===== src/rtl/up_down_counter_4.sv =====
// up_down_counter_4: free-running up/down counter, modulo 2^WIDTH, async active-high reset
module up_down_counter_4 #(
  parameter int WIDTH = 4
) (
  input  logic             clk,
  input  logic             reset,
  input  logic             up_down,
  output logic [WIDTH-1:0] counter
);
  logic [WIDTH-1:0] r_count;
  logic [WIDTH-1:0] w_next;
  always_comb w_next = up_down ? r_count + 1'b1 : r_count - 1'b1;
  always_ff @(posedge clk or posedge reset)
    if (reset) r_count <= '0;
    else r_count <= w_next;
  assign counter = r_count;
endmodule


===== config.mk =====
export PLATFORM = sky130hd
export DESIGN_NAME = up_down_counter_4
export DESIGN_NICKNAME = d
export VERILOG_FILES = /design/src/rtl/up_down_counter_4.sv
export SDC_FILE = /design/constraint.sdc
export NUM_CORES = 1
export LEC_CHECK = 0
export CORE_AREA = 2 2 39 41
export DETAILED_ROUTE_END_ITERATION = 8
export DIE_AREA = 0 0 41 43
export PLACE_DENSITY = 0.3
export SETUP_SLACK_MARGIN = 0.2
export SYNTH_ARGS = -nofsm -noshare
export SYNTH_HDL_FRONTEND = slang
export SYNTH_SLANG_ARGS = --single-unit
export TNS_END_PERCENT = 1

===== constraint.sdc =====
create_clock -name clk -period 1.25 [get_ports clk]
set_input_delay 0.25 -clock clk [delete_from_list [all_inputs] [get_ports clk]]
set_output_delay 0.25 -clock clk [all_outputs]
set_load 0.02 [all_outputs]

==> qor.yml <==
cts:
  tritoncts: "yes"
  insertion_delay_ns: 0.24
  clk_pin_slew_worst_paths_ns: 0.04
  cts_sinks: 4
  post_cts_buffers: 0
  clk_path_buf_depth: 2
  root_buffer: "clkbuf_4"
  cts_buffers: 3
  htreeDepth: 1
setup_path:
  endpoint_kind: "flip-flop"
  critPathKind: "reg2reg"
  startpoint_type: "flip-flop"
  reg2reg_from: "counter[1]"
  crit_arrival_ns: 1.27
  cp-endpoint: "counter[2]"
  worst_r2r_path_depth: 3
  cp_max_fo: 3
  r2r-end: "counter[2]"
  crit_start: "counter[1]"
  required_ns: 1.37
  r2r_setup_slack_ns: 0.10
timing:
  worst_pin_slew_ns: 0.189
  final-hold-violation-count: 0
  slew_viol_final: 0
  min_period_over_period: 0.919
  fin_skew_ns: 0.00455
  final-setup-viol-count: 0
  rsz0062_at_grt: "true"
  period_minus_slack_ns: 1.15
  max_slew_margin: 0.873
  fmax_mhz: 871
placed_design:
  dpl_cell_area_um2: 315
  gp_congestion: 0.633
  io_buffers: 6
final_layout:
  final_cell_mix: "clkbuf_4, dfrtp_1, clkdlybuf4s15_2, buf_4"
  drive_above_1_share: 0.536
  syn_to_final_growth_pct: 71.7
  final_core_util: 0.247
  num-nets-final: 35
  diodes: 0
  largest_register_ffs: 4
  stdcell_area_um2: 342
flow_run:
  drv_cap: 0
synth:
  ys_seq_elements: 4
  syn_area_um2: 199
  postSynthAreaPerCell_um2: 13.3
  synth_cells: 15
  syn-num-nets: 21
  ys_warn_count: 0
  seq_area_frac_synth: 0.503
  ys_types: 8
route:
  wirelength_um: 383
  num_vias: 148
  drtAntennaViolNets: 0
  vias_per_cell: 3.36
  drt-pass1-iter-count: 1
  dr.first_iter.drc_count: 0
  drc: 0
  routedWlPerCell_um: 8.70
global_route:
  grt_start_max_net_pins: 5
  groute.usage.overall: 0.0677
  grt_pass1_wl_um: 690
  grt-ovfl-total: 0
  grt_pass1_vias: 172
  antenna_found_initial: 0
hold_path:
  min-delay-path-class: "in2async"
power_and_ir_drop:
  p_per_area_nw_per_um2: 2260
  power_leakage_nw: 0.157
  total_power_mw: 0.771
  worst_ir_drop_vdd_uv: 638
floorplanning:
  core_area_um2: 1380
  chipWidth_um: 41
  die_y_um: 43
  dieArea_um2: 1760
  row_count: 14
  initial_core_util: 0.144
  ios: 7
outcome:
  status: "completed"
-- power breakdown --
part	switching, mW	internal, mW
registers	0.0395	0.188
logic	0.173	0.190
clock network	0.0606	0.120
-- repair_timing --
item / CTS / global route
hold buffers: 0 / 0
resized for setup: 16 / 0
pin swaps: 0 / 3
endpoints found under the setup margin: 7 / 7
-- stage by stage --
step / cells / worst slack (ns) / setup TNS (ns) / hold slack [ns]
2_1_floorplan: 15 / 0.0897 / 0 / 0.0160
3_5_place_dp: 40 / -0.371 / -0.910 / 0.448
5_1_grt: 44 / 0.0534 / 0 / 0.190
3_3_place_gp: 40 / -0.368 / -0.923 / 0.459
4_1_cts: 44 / 0.0911 / 0 / 0.190
6_report: 44 / 0.101 / 0 / 0.187
-- cells in the mapped netlist (all sizes together) --
master	count	share of area
a21oi	1	0.044
dfrtp	4	0.50
a21o	1	0.038
xnor2	2	0.088
fa	1	0.10
xor2	1	0.044
ha	2	0.13
inv	3	0.057
-- layer usage --
metal | global-route usage | wire length, µm | vias to the layer above
li1 | - | - | 75
met1 | 0.0754 | 158 | 66
met5 | 0 | 0 | -
met4 | 0.0800 | 21 | 0
met3 | 0.0471 | 23 | 2
met2 | 0.0719 | 180 | 5
-- layout make-up --
cell class / instances / area (µm²)
Clock buffer: 4 / 26.3
Fill cell: 156 / 1040
Inverter: 3 / 11.3
Multi-Input combinational cell: 8 / 103
Sequential cell: 4 / 101
Tap cell: 16 / 20.0
Timing Repair Buffer: 9 / 80.1
-- cell families (layout without fill, tap and decap cells) --
group | after synthesis | after routing | synth area share
xor gates and xnor gates | 3 | 3 | 0.132
AOI/OAI and AO/OA | 2 | 2 | 0.0818
DFF | 4 | 4 | 0.503
adders and majority gates | 3 | 3 | 0.226
buffers and inverters | 3 | 16 | 0.0566
-- critical path: stages (launching register included) --
cell and delay, ns:
dfrtp_2 0.42, buf_4 0.14, fa_2 0.33, xor2_1 0.14
-- how the worst min path moves through the flow --
stage | start | endpoint | slack [ns] | cells past startpoint
after floorplan | reset | counter[0] | 0.02 | 1
after global placement | reset | counter[3] | 0.46 | 2
after detailed placement | reset | counter[3] | 0.45 | 2
after CTS | reset | counter[0] | 0.19 | 2
after global routing | reset | counter[0] | 0.19 | 2
final | reset | counter[0] | 0.19 | 2
Note: power is estimated with default switching activity, not from simulation.
